<file path="config.mk">
export PLATFORM = sky130hd
export DESIGN_NAME = perf_stats_collector
export DESIGN_NICKNAME = d
export VERILOG_FILES = /design/src/rtl/perf_stats_collector.sv
export SDC_FILE = /design/constraint.sdc
export NUM_CORES = 1
export LEC_CHECK = 0
export CAP_MARGIN = 20
export CORE_AREA = 3 3 153 155
export CTS_CLUSTER_DIAMETER = 60
export CTS_CLUSTER_SIZE = 28
export DETAILED_ROUTE_END_ITERATION = 12
export DIE_AREA = 0 0 156 158
export PLACE_DENSITY = 0.81
export SKIP_LAST_GASP = 1
export SLEW_MARGIN = 40
export SYNTH_ARGS = -nofsm -noshare
export SYNTH_HDL_FRONTEND = slang
export SYNTH_SLANG_ARGS = --single-unit
</file>
<file path="constraint.sdc">
create_clock -name clk -period 3.75 [get_ports clk]
set_input_delay 0.75 -clock clk [delete_from_list [all_inputs] [get_ports clk]]
set_output_delay 0.75 -clock clk [all_outputs]
set_load 0.01 [all_outputs]
</file>
<file path="src/rtl/perf_stats_collector.sv">
// Sample statistics (count/min/max/sum/last) for a perf counter, read back through a registered select/read port.
// Define PERF_STATS_HIST_EN to build the optional histogram (bins read at rd_sel 8..8+HIST_BINS-1).
module perf_stats_collector #(
    parameter int unsigned COUNT_WIDTH = 32,
    parameter int unsigned SUM_WIDTH   = 48,
    parameter int unsigned NSAMP_WIDTH = 16,
    parameter int unsigned HIST_SHIFT  = 4,
    parameter int unsigned HIST_BINS   = 8
) (
    input  logic                   clk,
    input  logic                   rst_n,
    input  logic                   sample_valid,
    input  logic [COUNT_WIDTH-1:0] sample_count,
    input  logic                   enable,
    input  logic                   clear,
    input  logic                   rd_req,
    input  logic [3:0]             rd_sel,
    output logic                   rd_valid,
    output logic [SUM_WIDTH-1:0]   rd_data,
    output logic                   stats_valid,
    output logic                   overflow
);

    localparam int unsigned RD_W = (NSAMP_WIDTH > SUM_WIDTH) ? NSAMP_WIDTH : SUM_WIDTH;

    if (HIST_BINS < 2 || HIST_BINS > 8 || HIST_SHIFT >= COUNT_WIDTH || SUM_WIDTH < COUNT_WIDTH) begin : g_bad_params
        $error("perf_stats_collector: illegal parameter combination");
    end

    logic [NSAMP_WIDTH-1:0] n_samples;
    logic [COUNT_WIDTH-1:0] min_val;
    logic [COUNT_WIDTH-1:0] max_val;
    logic [COUNT_WIDTH-1:0] last_val;
    logic [SUM_WIDTH-1:0]   sum_val;
    logic [SUM_WIDTH:0]     sample_ext;
    logic [SUM_WIDTH:0]     sum_next;
    logic                   take;
    logic                   n_full;
    logic                   accept;
    logic [RD_W-1:0]        rd_wide;

    assign n_full     = &n_samples;
    assign take       = sample_valid && enable && !clear;
    assign accept     = take && !n_full;
    assign sample_ext = {{(SUM_WIDTH + 1 - COUNT_WIDTH){1'b0}}, sample_count};
    assign sum_next   = {1'b0, sum_val} + sample_ext;

    always_ff @(posedge clk or negedge rst_n) begin
        if (!rst_n) begin
            n_samples   <= '0;
            min_val     <= '1;
            max_val     <= '0;
            sum_val     <= '0;
            last_val    <= '0;
            stats_valid <= 1'b0;
            overflow    <= 1'b0;
        end else if (clear) begin
            n_samples   <= '0;
            min_val     <= '1;
            max_val     <= '0;
            sum_val     <= '0;
            last_val    <= '0;
            stats_valid <= 1'b0;
            overflow    <= 1'b0;
        end else if (accept) begin
            n_samples   <= n_samples + 1'b1;
            last_val    <= sample_count;
            stats_valid <= 1'b1;
            if (sample_count < min_val) min_val <= sample_count;
            if (sample_count > max_val) max_val <= sample_count;
            if (sum_next[SUM_WIDTH]) begin
                sum_val  <= '1;
                overflow <= 1'b1;
            end else begin
                sum_val  <= sum_next[SUM_WIDTH-1:0];
            end
        end else if (take) begin
            // sample offered while the sample counter is saturated: dropped
            overflow <= 1'b1;
        end
    end

`ifdef PERF_STATS_HIST_EN
    logic [NSAMP_WIDTH-1:0] hist [HIST_BINS];
    logic [COUNT_WIDTH-1:0] bin_raw;
    logic [2:0]             bin_idx;

    assign bin_raw = sample_count >> HIST_SHIFT;
    assign bin_idx = (bin_raw >= COUNT_WIDTH'(HIST_BINS - 1)) ? 3'(HIST_BINS - 1) : bin_raw[2:0];

    always_ff @(posedge clk or negedge rst_n) begin
        if (!rst_n) begin
            for (int unsigned i = 0; i < HIST_BINS; i++) hist[i] <= '0;
        end else if (clear) begin
            for (int unsigned i = 0; i < HIST_BINS; i++) hist[i] <= '0;
        end else if (accept && !(&hist[bin_idx])) begin
            hist[bin_idx] <= hist[bin_idx] + 1'b1;
        end
    end
`endif

    always_comb begin
        rd_wide = '0;
        case (rd_sel)
            4'd0: rd_wide[NSAMP_WIDTH-1:0] = n_samples;
            4'd1: rd_wide[COUNT_WIDTH-1:0] = min_val;
            4'd2: rd_wide[COUNT_WIDTH-1:0] = max_val;
            4'd3: rd_wide[SUM_WIDTH-1:0]   = sum_val;
            4'd4: rd_wide[COUNT_WIDTH-1:0] = last_val;
            4'd5: rd_wide[1:0]             = {overflow, stats_valid};
            default: begin
`ifdef PERF_STATS_HIST_EN
                if (rd_sel[3] && (32'(rd_sel[2:0]) < HIST_BINS))
                    rd_wide[NSAMP_WIDTH-1:0] = hist[rd_sel[2:0]];
`endif
            end
        endcase
    end

    // Read data is captured from pre-update state, so a same-edge accept is not visible yet.
    always_ff @(posedge clk or negedge rst_n) begin
        if (!rst_n) begin
            rd_valid <= 1'b0;
            rd_data  <= '0;
        end else begin
            rd_valid <= rd_req;
            if (rd_req) rd_data <= rd_wide[SUM_WIDTH-1:0];
        end
    end

endmodule

</file>
==> impl_metrics.py <==
metrics = {
    "logic_synthesis": {
        "yosysSeqAreaShare_pct": 39.9,
        "synthXorXnorAreaFrac_pct": 2.76,
        "synth-adder-area-share_pct": 9.17,
        "yosys.area_share.simple_pct": 14.7,
        "synth_enable_flop_cells": 0,
        "syn-num-nets": 1627,
        "syn-instance-count": 1488,
        "synthArstFlopShare_pct": 100,
        "synth_top_family_by_area": "compound AO/OA/AOI/OAI gates",
        "synth_ff_type": "dfrtp_1",
        "netlist-cell-type-count": 71,
        "ys_warn_count": 0,
        "synth_compound_area_share_pct": 22.0,
        "syn_avg_cell_area_sq_um": 8.95,
        "synthMuxAreaShare_pct": 5.04,
        "synth_area_sq_um": 13300,
        "synth_seq_cells": 211,
    },
    "layout": {
        "utilization_pct": 72.0,
        "n_antenna_cell": 0,
        "stdcell_area_sq_um": 15800,
        "syn_to_final_growth_pct": 18.7,
        "drive_gt1_share_pct": 12.8,
        "layout.nets": 1757,
    },
    "setup_path": {
        "crit_chain": "clkdlybuf4s50_1, ha_1, a211oi_1, o211ai_1, a221oi_1, o211ai_1, a31oi_1, o21ai_1, a2111oi_0, nor3_1",
        "cp.arrival_ps": 3700,
        "critPathTopFamily": "compound AO/OA/AOI/OAI gates",
        "cpMostUsedCell": "o211ai_1",
        "endpoint_kind": "flop",
        "reg2reg_depth": 7,
        "path_buf_inv": 1,
        "cp_data_required_time_ps": 4130,
        "critical_path.slowest_cell": "clkdlybuf4s50_1",
        "start_kind": "primary input",
        "r2r-start": "n_samples[2]",
        "r2r-end": "last_val[3]",
        "cpPeakStageDelay_ps": 610,
        "cp_max_fo": 4,
        "crit_type": "in -> reg",
        "rrSetupSlack_ps": 680,
    },
    "die": {
        "dieArea_sq_um": 24600,
        "die_x_um": 156,
        "fp-row-count": 54,
        "fp.coreArea_sq_um": 22000,
        "initial_core_util_pct": 60.7,
        "io_pins": 93,
        "fp.dieH_um": 158,
    },
    "detailed_routing": {
        "vias": 11900,
        "route.detailed.drc": 0,
        "drt_pass1_iterations": 7,
        "wl_per_cell_um": 19.5,
        "vias_per_cell": 6.23,
        "ant_nets": 0,
        "drt-total-wl_mm": 37.2,
        "drt_iter0_drc": 1242,
    },
    "clocking": {
        "cts_made_buffers": 19,
        "cts_tree": "yes",
        "clk-insertion-delay-late_ps": 520,
        "ctsRootBufferMaster": "clkbuf_16",
        "clk_pin_slew_ps": 70,
        "holdBufCountCts": 0,
        "clock_path_buffers": 3,
        "post_cts_buffers": 0,
        "cts_resized": 0,
        "clkSinkCount": 211,
        "htree_levels": 1,
    },
    "global_routing": {
        "grtUsageTotal_pct": 30.6,
        "grt_overflow": 0,
        "grt_max_degree": 117,
        "grt_pass1_vias": 11900,
        "grt_pass1_wl_mm": 61.8,
        "antenna_found_initial": 0,
    },
    "timing": {
        "setup_viol": 0,
        "finalHoldViolCount": 0,
        "slew-limit-headroom_pct": 49.5,
        "max_freq_ghz": 0.301,
        "period_needed_ps": 3320,
        "finalCritPeriodShare_pct": 88.5,
        "worstMarginPinSlew_ps": 757,
        "skew_ps": 26.4,
        "drv_slew": 0,
        "rsz0062_at_grt": "false",
    },
    "power": {
        "vdd_drop_max_uv": 288,
        "power_density_nw_per_um2": 367,
        "leakagePower_nw": 7.08,
    },
    "place": {
        "place_congestion": 0.944,
        "hpwl_mm": 26.2,
        "dpl_cell_area_sq_um": 15100,
        "portBuffers": 92,
    },
    "min_path": {
        "hp-class": "in -> async",
    },
    "outcome": {
        "outcome": "completed",
    },
    "run": {
        "maxCapViolCount": 0,
    },
}
-- cell usage after synthesis, drive strengths merged (18+ instances only) --
cell type	instances	area share, %
buf	23	1.2
a21o	42	2.4
nand3	34	1.3
xor2	25	1.6
nand4	23	1.1
mux2i	66	5.0
ha	96	9.0
inv	123	3.5
o21ai	86	3.2
a21oi	104	3.9
clkbuf	63	1.8
a31oi	28	2.4
o22ai	33	1.5
nand2	200	5.6
dfstp	32	6.3
nor2	120	3.4
dfrtp	179	34
a211oi	21	1.5
a221oi	18	1.2
-- worst reg2reg max path, stage by stage, from the launching register on --
cell	delay [ps]
dfrtp_1	460
and4_1	340
nor3b_1	500
a41o_1	680
buf_4	340
buf_4	390
nand2_1	90
a21oi_1	180
-- flip-flops by register name, summed over array words and instances, names as in the netlist, 16 cells and up --
| signal | flops |
|---|---|
| last_val | 32 |
| max_val | 32 |
| min_val | 32 |
| n_samples | 16 |
| rd_data | 48 |
| sum_val | 48 |
-- cell usage in the layout (no fill, tap or decap), types with 32 or more instances in the layout --
cell type        instances
dfstp_2                 32
ha_1                    96
a21oi_1                103
nand3_1                 34
nand2_1                200
inv_1                  122
o21ai_0                 82
dfrtp_1                179
nor2_1                 119
buf_4                   98
o22ai_1                 33
clkdlybuf4s50_1         89
mux2i_1                 66
a21o_1                  42
-- stage by stage --
stage	setup slack, ps	hold WS, ps	TNS, ps	power [mW]	std cells
after CTS	496	255	0	5.81	1911
after floorplan	501	454	0	3.15	1488
final	432	217	0	5.80	1911
after detailed placement	-35.3	510	-77.1	3.61	1877
after global routing	211	270	0	6.05	1911
after global placement	20.8	503	0	3.58	1877
-- layer usage --
| layer | global-route usage, % | wire [um] | vias to the layer above |
|---|---|---|---|
| met4 | 9.97 | 1040 | 0 |
| li1 | - | - | 5541 |
| met5 | 0 | 0 | - |
| met2 | 49.1 | 17100 | 514 |
| met3 | 5.39 | 2970 | 87 |
| met1 | 42.6 | 16100 | 5761 |
-- report_power, final --
part,internal (mW),switching [mW]
clock,1.19,1.01
sequential,2.38,0.0792
combinational,0.463,0.677
total,4.03,1.77
-- worst max-delay path by stage --
stage	slack (ps)	cells past startpoint	end	startpoint
floorplan	500	11	sum_val[31]	sample_count[0]
global placement	20	12	sum_val[38]	sample_count[6]
detailed placement	-40	12	sum_val[33]	sample_count[6]
CTS	500	10	sum_val[31]	sample_count[1]
global route	210	11	sum_val[38]	sample_count[4]
finish	430	10	sum_val[31]	sample_count[1]
-- cells by family after synthesis --
logic type / count (synthesis)
simple gates: 441
xor+xnor: 42
buf+inv: 209
fa+ha+maj: 97
compound gates: 421
mux: 67
flops: 211
-- area by class of cell --
| type | count | area (sq um) |
|---|---|---|
| repair buffers | 195 | 1780 |
| inverters | 123 | 464 |
| flip-flops and latches | 211 | 5320 |
| clock inverters | 15 | 220 |
| multi-input cells | 1068 | 7200 |
| well taps | 280 | 350 |
| clock buffers | 19 | 475 |
| fillers | 1631 | 6150 |
No activity file was read; power rests on OpenSTA's default activity.
